## src/rtl/clock_mon_pkg.sv

```systemverilog
// rtl/clock_mon_pkg.sv - shared state enum, default constants and window helper for clock_monitor
package clock_mon_pkg;

   typedef enum logic {
      WAIT_GATE = 1'b0,
      MEASURE   = 1'b1
   } mon_state_e;

   localparam logic [15:0] EXP_COUNT_DEF    = 16'd20000;
   localparam logic [15:0] TOL_DEF          = 16'd16;
   localparam logic [16:0] GATE_TIMEOUT_DEF = 17'd72000;
   localparam logic [3:0]  EDGE_TIMEOUT_DEF = 4'd8;

   // Lower bound clamps at zero so a tolerance wider than the target never wraps.
   function automatic logic in_window(input logic [15:0] cnt,
                                      input logic [15:0] exp_cnt,
                                      input logic [15:0] tol);
      logic [16:0] lo;
      logic [16:0] hi;
      lo = (exp_cnt >= tol) ? ({1'b0, exp_cnt} - {1'b0, tol}) : 17'd0;
      hi = {1'b0, exp_cnt} + {1'b0, tol};
      return ({1'b0, cnt} >= lo) && ({1'b0, cnt} <= hi);
   endfunction

endpackage

```

## src/rtl/clock_monitor_edge_sync.sv

```systemverilog
// rtl/clock_monitor_edge_sync.sv - 2-FF synchronizer plus history FF with rise and any-edge detect
module edge_sync (
   input  logic clk_i,
   input  logic rst_ni,
   input  logic sig_i,
   output logic rise_o,
   output logic edge_o
);

   logic meta_q;
   logic sync_q;
   logic hist_q;

   always_ff @(posedge clk_i or negedge rst_ni) begin
      if (!rst_ni) begin
         meta_q <= 1'b0;
         sync_q <= 1'b0;
         hist_q <= 1'b0;
      end else begin
         meta_q <= sig_i;
         sync_q <= meta_q;
         hist_q <= sync_q;
      end
   end

   assign rise_o = sync_q & ~hist_q;
   assign edge_o = sync_q ^ hist_q;

endmodule

```

## src/rtl/clock_monitor.sv

```systemverilog
// rtl/clock_monitor.sv - counts clk_4mhz edges per clk_5ms half-period, flags lost clocks
// Define CLOCK_MONITOR_STICKY_EN to hold clk4_lost/gate_lost until fault_clr.
module clock_monitor
   import clock_mon_pkg::*;
#(
   parameter logic [15:0] EXP_COUNT    = EXP_COUNT_DEF,
   parameter logic [15:0] TOL          = TOL_DEF,
   parameter logic [16:0] GATE_TIMEOUT = GATE_TIMEOUT_DEF,
   parameter logic [3:0]  EDGE_TIMEOUT = EDGE_TIMEOUT_DEF
) (
   input  logic        clk_12mhz,
   input  logic        reset_n,
   input  logic        clk_4mhz,
   input  logic        clk_5ms,
   input  logic        fault_clr,
   output logic [15:0] meas_count,
   output logic        meas_valid,
   output logic        freq_ok,
   output logic        clk4_lost,
   output logic        gate_lost
);

   mon_state_e  state_q;
   logic [15:0] cnt_q;
   logic [15:0] cnt_inc;
   logic [15:0] meas_count_q;
   logic        meas_valid_q;
   logic        freq_ok_q;
   logic [16:0] gate_wd_q;
   logic [3:0]  edge_wd_q;
   logic        clk4_lost_q;
   logic        clk4_lost_d;
   logic        gate_lost_q;
   logic        gate_lost_d;

   logic        clk4_rise;
   logic        gate_edge;
   logic        gate_to_hit;
   logic        edge_to_hit;
   logic        unused_clk4_edge;
   logic        unused_gate_rise;

   edge_sync u_clk4_sync (
      .clk_i  (clk_12mhz),
      .rst_ni (reset_n),
      .sig_i  (clk_4mhz),
      .rise_o (clk4_rise),
      .edge_o (unused_clk4_edge)
   );

   edge_sync u_gate_sync (
      .clk_i  (clk_12mhz),
      .rst_ni (reset_n),
      .sig_i  (clk_5ms),
      .rise_o (unused_gate_rise),
      .edge_o (gate_edge)
   );

   assign cnt_inc = (clk4_rise && (cnt_q != 16'hFFFF)) ? cnt_q + 16'd1 : cnt_q;

   // Watchdogs park at their limit, so each fires exactly once per outage.
   assign gate_to_hit = !gate_edge && ((gate_wd_q + 17'd1) == GATE_TIMEOUT);
   assign edge_to_hit = (state_q == MEASURE) && !clk4_rise &&
                        ((edge_wd_q + 4'd1) == EDGE_TIMEOUT);

   always_ff @(posedge clk_12mhz or negedge reset_n) begin
      if (!reset_n) begin
         gate_wd_q <= '0;
         edge_wd_q <= '0;
      end else begin
         if (gate_edge) begin
            gate_wd_q <= '0;
         end else if (gate_wd_q != GATE_TIMEOUT) begin
            gate_wd_q <= gate_wd_q + 17'd1;
         end

         if ((state_q != MEASURE) || clk4_rise) begin
            edge_wd_q <= '0;
         end else if (edge_wd_q != EDGE_TIMEOUT) begin
            edge_wd_q <= edge_wd_q + 4'd1;
         end
      end
   end

`ifdef CLOCK_MONITOR_STICKY_EN
   always_comb begin
      clk4_lost_d = clk4_lost_q;
      gate_lost_d = gate_lost_q;
      if (fault_clr) begin
         clk4_lost_d = 1'b0;
         gate_lost_d = 1'b0;
      end
      if (edge_to_hit) clk4_lost_d = 1'b1;
      if (gate_to_hit) gate_lost_d = 1'b1;
   end
`else
   always_comb begin
      clk4_lost_d = clk4_lost_q;
      gate_lost_d = gate_lost_q;
      if (clk4_rise) clk4_lost_d = 1'b0;
      if (gate_edge) gate_lost_d = 1'b0;
      if (edge_to_hit) clk4_lost_d = 1'b1;
      if (gate_to_hit) gate_lost_d = 1'b1;
   end

   logic unused_fault_clr;
   assign unused_fault_clr = fault_clr;
`endif

   always_ff @(posedge clk_12mhz or negedge reset_n) begin
      if (!reset_n) begin
         clk4_lost_q <= 1'b0;
         gate_lost_q <= 1'b0;
      end else begin
         clk4_lost_q <= clk4_lost_d;
         gate_lost_q <= gate_lost_d;
      end
   end

   always_ff @(posedge clk_12mhz or negedge reset_n) begin
      if (!reset_n) begin
         state_q      <= WAIT_GATE;
         cnt_q        <= '0;
         meas_count_q <= '0;
         meas_valid_q <= 1'b0;
         freq_ok_q    <= 1'b0;
      end else begin
         meas_valid_q <= 1'b0;
         case (state_q)
            WAIT_GATE: begin
               cnt_q <= '0;
               if (gate_edge) begin
                  state_q <= MEASURE;
               end
            end
            MEASURE: begin
               if (gate_to_hit) begin
                  state_q <= WAIT_GATE;
                  cnt_q   <= '0;
               end else if (gate_edge) begin
                  // cnt_inc folds in a clk_4mhz edge landing on the gate edge itself.
                  meas_count_q <= cnt_inc;
                  meas_valid_q <= 1'b1;
                  freq_ok_q    <= in_window(cnt_inc, EXP_COUNT, TOL);
                  cnt_q        <= '0;
               end else begin
                  cnt_q <= cnt_inc;
               end
            end
            default: begin
               state_q <= WAIT_GATE;
               cnt_q   <= '0;
            end
         endcase
         if (gate_to_hit || edge_to_hit) begin
            freq_ok_q <= 1'b0;
         end
      end
   end

   assign meas_count = meas_count_q;
   assign meas_valid = meas_valid_q;
   assign freq_ok    = freq_ok_q;
   assign clk4_lost  = clk4_lost_q;
   assign gate_lost  = gate_lost_q;

endmodule

```

## config.mk

```make
export PLATFORM = sky130hd
export DESIGN_NAME = clock_monitor
export DESIGN_NICKNAME = d
export VERILOG_FILES = /design/src/rtl/clock_mon_pkg.sv /design/src/rtl/clock_monitor_edge_sync.sv /design/src/rtl/clock_monitor.sv
export SDC_FILE = /design/constraint.sdc
export NUM_CORES = 1
export LEC_CHECK = 0
export ABC_AREA = 1
export CORE_ASPECT_RATIO = 0.6
export CORE_MARGIN = 2
export CORE_UTILIZATION = 40
export CTS_CLUSTER_DIAMETER = 100
export DETAILED_ROUTE_END_ITERATION = 10
export GPL_TIMING_DRIVEN = 0
export PLACE_DENSITY_LB_ADDON = 0.08
export SETUP_SLACK_MARGIN = 0.02
export SLEW_MARGIN = 20
export SYNTH_ARGS = -nofsm -noshare
export SYNTH_HDL_FRONTEND = slang
export SYNTH_SLANG_ARGS = --single-unit
```

## constraint.sdc

```tcl
create_clock -name clk_12mhz -period 2.12 [get_ports clk_12mhz]
set_input_delay 0.636 -clock clk_12mhz [delete_from_list [all_inputs] [get_ports clk_12mhz]]
set_output_delay 0.636 -clock clk_12mhz [all_outputs]
set_load 0.02 [all_outputs]
```

==> impl_metrics.json <==
{
  "finalNetCount": 512,
  "min_period_ns": 2.04,
  "clockBufferDepth": 2,
  "cp_max_fo": 5,
  "maxSlewViolCount": 0,
  "fmaxAchievable_ghz": 0.491,
  "yosysMostFrequentCell": "nand2_1",
  "worstMarginPinSlew_ns": 0.537,
  "synthTopCellsByArea": "dfrtp_1 46%, nand2_1 15%, nor2_1 7.5%, inv_1 5.1%, nand3_1 4.0%",
  "slowest_delay_ns": 0.43,
  "viasPerCell": 4.97,
  "detail-route-antenna-nets": 0,
  "drtPass1Iterations": 4,
  "cp_slowest_cell": "dfrtp_1",
  "avgSynthCellArea_um2": 7.61,
  "dieHeight_um": 76.1,
  "die_area_um2": 9440,
  "p_leak_nw": 1.91,
  "peakVddDrop_v": 0.000590,
  "grt_pass1_wl_um": 14500,
  "dpl_cell_area_um2": 3860,
  "routed.top_layer": "met4",
  "clk_latency_ns": 0.33,
  "power.density_nw_per_um2": 749,
  "gp_congestion": 0.913,
  "synth.area.mux_share": 0,
  "cts_root_buf": "clkbuf_16",
  "hp-class": "in -> async",
  "cts_sinks": 64,
  "portBuffers": 23,
  "yosys.area_share.simple": 0.369,
  "synth_compound_area_frac": 0.0463,
  "synth_top_area_share": 0.463,
  "arrival_ns": 2.25,
  "synth-main-ff-cell": "dfrtp_1",
  "die_w_um": 124,
  "reg2reg_depth": 12,
  "dp_hpwl_um": 6500,
  "synth_top_cells_by_count": "134 x nand2_1, 69 x nor2_1, 64 x dfrtp_1",
  "wl_met3_um": 650,
  "synthesis.nets": 466,
  "synthCells": 455,
  "worstSetupPathType": "reg -> reg",
  "critPathCaptureType": "register",
  "vias": 3069,
  "drive_gt1_frac": 0.166,
  "cts_tree": "built",
  "rr_startpoint": "gate_wd_q[0]$_DFFE_PN0P_",
  "drtIter0Drc": 186,
  "synth_xor_area_frac": 0.0329,
  "routed-wl-met2_um": 3230,
  "yosys.cell_types.count": 32,
  "synth_top_area_cell": "dfrtp_1",
  "relSlewSlack": 0.642,
  "rows": 26,
  "final_area_um2": 4380,
  "seq_area_frac_synth": 0.463,
  "drc_errors": 0,
  "area_growth_pct": 26.5,
  "synthArstFlopShare": 1.00,
  "holdWs_ns": 0.206,
  "start_util": 0.409,
  "met1_length_um": 4880,
  "cp-startpoint": "gate_wd_q[0]$_DFFE_PN0P_",
  "cts_buffers": 9,
  "yosys_warnings": 0,
  "grt_pass1_vias": 2770,
  "ff2ff_setup_slack_ns": 0.08,
  "setup_viol": 0,
  "htree_levels": 3,
  "wirelength_um": 8850,
  "diodes": 0,
  "status": "completed",
  "core_um2": 8460,
  "hold_viol_final": 0,
  "ios": 25,
  "antenna_found_initial": 0,
  "regToRegEndpoint": "cnt_q[8]$_DFF_PN0_",
  "startpoint_type": "register",
  "grt_overflow": 0,
  "fin_crit_sh": 0.961,
  "critPathRequiredTime_ns": 2.33,
  "wl_per_cell_um": 14.3,
  "synth_adder_area_share": 0.0217,
  "clock_skew_ns": 0.00349,
  "ys_seq_elements": 64,
  "syn_area_um2": 3460,
  "grtUsageTotal": 0.203,
  "synth-edff-count": 0,
  "hold_buffers": 0,
  "crit_end": "cnt_q[8]$_DFF_PN0_",
  "grt_max_degree": 44,
  "worstPathCellList": "ha_4, nand3_4, inv_4, nand2_2, nand2_2, nor3_4, nand3_2, nor3_2, nand3_2, nand3_4, clkbuf_16, nor2_2",
  "maxCapViolCount": 0,
  "clk_pin_slew_ns": 0.05,
  "synth_top_family_by_area": "simple AND/OR/NAND/NOR gates",
  "rsz0062_at_grt": "yes"
}
what timing repair did:
| action | 4_1_cts | 5_1_grt |
|---|---|---|
| gates cloned | 0 | 1 |
| setup endpoints to repair | 37 | 29 |
| pin swaps | 2 | 4 |
| gates resized for setup | 4 | 31 |
| buffers inserted | 3 | 7 |
layout by cell type (no fill, tap or decap), drive strengths merged:
cell / n
nor2: 88
or2: 1
clkdlybuf4s50: 22
xnor2: 6
or3: 1
nand4: 14
nand2: 137
clkinv: 3
xor2: 7
nor3: 8
o21bai: 1
buf: 17
ha: 6
o21ai: 20
dfrtp: 64
and3b: 1
clkbuf: 15
nor4: 2
bufinv: 1
inv: 49
nand3: 31
nand3b: 3
a41oi: 1
a21oi: 8
worst min-delay path by stage:
| stage | endpoint | cells after the start |
|---|---|---|
| finish | u_gate_sync.meta_q$_DFF_PN0_ | 1 |
| global route | u_clk4_sync.sync_q$_DFF_PN0_ | 1 |
| CTS | cnt_q[3]$_DFF_PN0_ | 1 |
| detailed placement | u_clk4_sync.sync_q$_DFF_PN0_ | 0 |
| global placement | u_clk4_sync.sync_q$_DFF_PN0_ | 0 |
| floorplan | u_clk4_sync.sync_q$_DFF_PN0_ | 0 |
cell type report:
cell class | instances | area [um2]
multi-input cells | 335 | 1760
plain buffers | 7 | 52.6
clock buffers | 12 | 236
inverters | 49 | 186
fillers | 834 | 4080
repair buffers | 35 | 355
well taps | 112 | 140
flip-flops and latches | 64 | 1610
clock inverters | 4 | 45.0
critical path: cells and delay by family, from the launching register on:
kind / cells / cell delay, ns
and+or+nand+nor: 9 / 1.04
DFF: 1 / 0.43
buffers and inverters: 2 / 0.22
adders and majority gates: 1 / 0.21
metrics by stage:
step	worst slack (ns)	total power [W]	utilization	std cells	setup TNS, ns
global placement	-1.82	0.00183	0.453	590	-119.84
finish	0.0817	0.00328	0.518	618	0
detailed placement	-0.265	0.00185	0.456	591	-4.59
CTS	0.0380	0.00330	0.494	610	0
floorplan	0.307	0.00167	-	455	0
global route	-0.0761	0.00347	0.518	618	-0.110
registers in the layout, summed over array words and instances, names as in the netlist:
| register | flops |
|---|---|
| u_gate_sync.hist_q | 1 |
| u_clk4_sync.hist_q | 1 |
| gate_lost | 1 |
| u_gate_sync.sync_q | 1 |
| u_clk4_sync.sync_q | 1 |
| clk4_lost | 1 |
| meas_valid | 1 |
| freq_ok | 1 |
| cnt_q | 16 |
| state_q | 1 |
| u_gate_sync.meta_q | 1 |
| u_clk4_sync.meta_q | 1 |
| gate_wd_q | 17 |
| meas_count | 16 |
| edge_wd_q | 4 |
cells by family after synthesis:
family | Yosys count
AOI/OAI and AO/OA | 30
and+or+nand+nor | 286
adders and majority gates | 6
DFF | 64
buffers and inverters | 56
xor gates and xnor gates | 13
power by group:
| part | internal, W | switching, W | leakage [nW] |
|---|---|---|---|
| clock network | 0.000904 | 0.000508 | 0.140 |
| registers | 0.00131 | 0.0000787 | 0.850 |
| logic | 0.000198 | 0.000280 | 0.924 |
per-layer routing:
| metal | track usage | vias up |
|---|---|---|
| met1 | 0.345 | 1439 |
| met5 | 0 | - |
| li1 | - | 1534 |
| met2 | 0.228 | 88 |
| met3 | 0.0689 | 8 |
| met4 | 0.0629 | 0 |
No activity file was read; power rests on OpenSTA's default activity.
==> patch: new RTL, same flow settings <==
Reset style: synchronous (`reset_n` and `rst_ni`), changed in 4 clocked blocks.
--- a/src/rtl/clock_monitor_edge_sync.sv
+++ b/src/rtl/clock_monitor_edge_sync.sv
@@ -12,5 +12,5 @@
    logic hist_q;
 
-   always_ff @(posedge clk_i or negedge rst_ni) begin
+   always_ff @(posedge clk_i) begin
       if (!rst_ni) begin
          meta_q <= 1'b0;
--- a/src/rtl/clock_monitor.sv
+++ b/src/rtl/clock_monitor.sv
@@ -64,5 +64,5 @@
                         ((edge_wd_q + 4'd1) == EDGE_TIMEOUT);
 
-   always_ff @(posedge clk_12mhz or negedge reset_n) begin
+   always_ff @(posedge clk_12mhz) begin
       if (!reset_n) begin
          gate_wd_q <= '0;
@@ -108,5 +108,5 @@
 `endif
 
-   always_ff @(posedge clk_12mhz or negedge reset_n) begin
+   always_ff @(posedge clk_12mhz) begin
       if (!reset_n) begin
          clk4_lost_q <= 1'b0;
@@ -118,5 +118,5 @@
    end
 
-   always_ff @(posedge clk_12mhz or negedge reset_n) begin
+   always_ff @(posedge clk_12mhz) begin
       if (!reset_n) begin
          state_q      <= WAIT_GATE;
Formal check against the unedited RTL: differs if reset_n is asserted again (counterexample within 10 cycles, from zero or initial values and one cycle with reset_n low); with reset_n held inactive, the same outputs for 10 cycles.
==> patch against the unedited design <==
Highest routed layer unchanged; die area shrank 6.1%; hold slack gained 0.20 ns; synthesized area down 6.4%; non-clock buffer count shrank 2; wire length decreased by 4.9%; final area shrank 5.1%; worst setup slack better by 0.029 ns; largest cell class unchanged; critical endpoint is now cnt_q[14]; sequential cell count unchanged; cell count up 0.81%; via count fell by 5.4%.
Power is not compared: it rests on default switching activity, and its combinational part moved more than twofold at a synthesized area within 25%.
==> patch: results (changes against the unedited design) <==
[run_status]
outcome=finished, final reports clean

[drt]
drtIter0Drc=255  ; +37%
wl_per_cell_um=13.5  ; -5.7%
wl_met3_um=633  ; -2.6%
dr.pass1.iters=5  ; +1
drt_wl_total_um=8420  ; -4.9%

[global_routing]
use_met2=0.225  ; -0.00312
grt_max_degree=11  ; -75%
gr-usage-met1=0.332  ; -0.0130
grt_pass1_wl_um=13400  ; -7.4%
grt_usage=0.202  ; -0.00133
grt_pass1_vias=2568  ; -7.3%

[synthesis]
ys_types=30  ; -6.3%
ys_top_cells_by_count=116 x nand2_1, 76 x inv_1, 64 x dfxtp_1
yosys-top-cells-area=dfxtp_1 40%, nand2_1 13%, inv_1 8.8%
async_flop_share=0  ; -1.00
synth_ff_type=dfxtp_1
syn_avg_cell_area_sq_um=6.92  ; -9.0%
synthAdderAreaFrac=0.0270  ; +0.00534
synth_fp_nets=480  ; +3.0%

[placement]
dpl.cell_count=599  ; +1.4%
placed_area_sq_mm=0.00361  ; -6.5%
preCtsSetupSlack_ns=-0.214  ; +0.0507 ns
place_congestion=0.952  ; +4.2%

[worst_hold_path]
hold_path_class=reg2reg

[setup_path]
arrival_ns=2.23  ; -0.02 ns
rr_startpoint=gate_wd_q[0]
reg2reg_to=cnt_q[14]
ff2ff_setup_slack_ns=0.11  ; +0.03 ns
cp_slowest_cell=dfxtp_4
reg2reg_depth=14  ; +2

[layout]
area_delta_synth_final_pct=28.2
drive_gt1_frac=0.153  ; -0.0126
nNetsFinal=524  ; +2.3%

[clock_tree]
cts_resized=10  ; +6
cts_setup_buffers=5  ; +2

[timing]
max_slew_margin=0.663  ; +0.0211
hold_slack_ns=0.410  ; +0.204 ns

patch: worst max-delay path by stage:
stage / cells after the start / endpoint / slack [ns] / start
final: 14 / cnt_q[14] / 0.11 / gate_wd_q[0]
after global routing: 11 / freq_ok / -0.03 / cnt_q[0]
after CTS: 11 / cnt_q[10] / 0.03 / gate_wd_q[0]
after detailed placement: 11 / cnt_q[10] / -0.21 / gate_wd_q[0]
after global placement: 11 / cnt_q[10] / -0.20 / gate_wd_q[0]
after floorplan: 13 / cnt_q[10] / 0.25 / gate_wd_q[0]
patch: kinds of logic (layout without fill, tap and decap cells):
group	Yosys count	in the layout
fa+ha+maj	7	7
simple gates	255	255
buf+inv	85	132
compound gates	42	42
flops	64	64
xor+xnor	15	15
patch: area by class of cell:
class                   count  area share
multi-input cells         319       0.420
well taps                 108      0.0325
flip-flops and latches     64       0.312
repair buffers             33      0.0807
inverters                  78      0.0705
clock buffers              10      0.0575
plain buffers               7      0.0102
clock inverters             4      0.0169
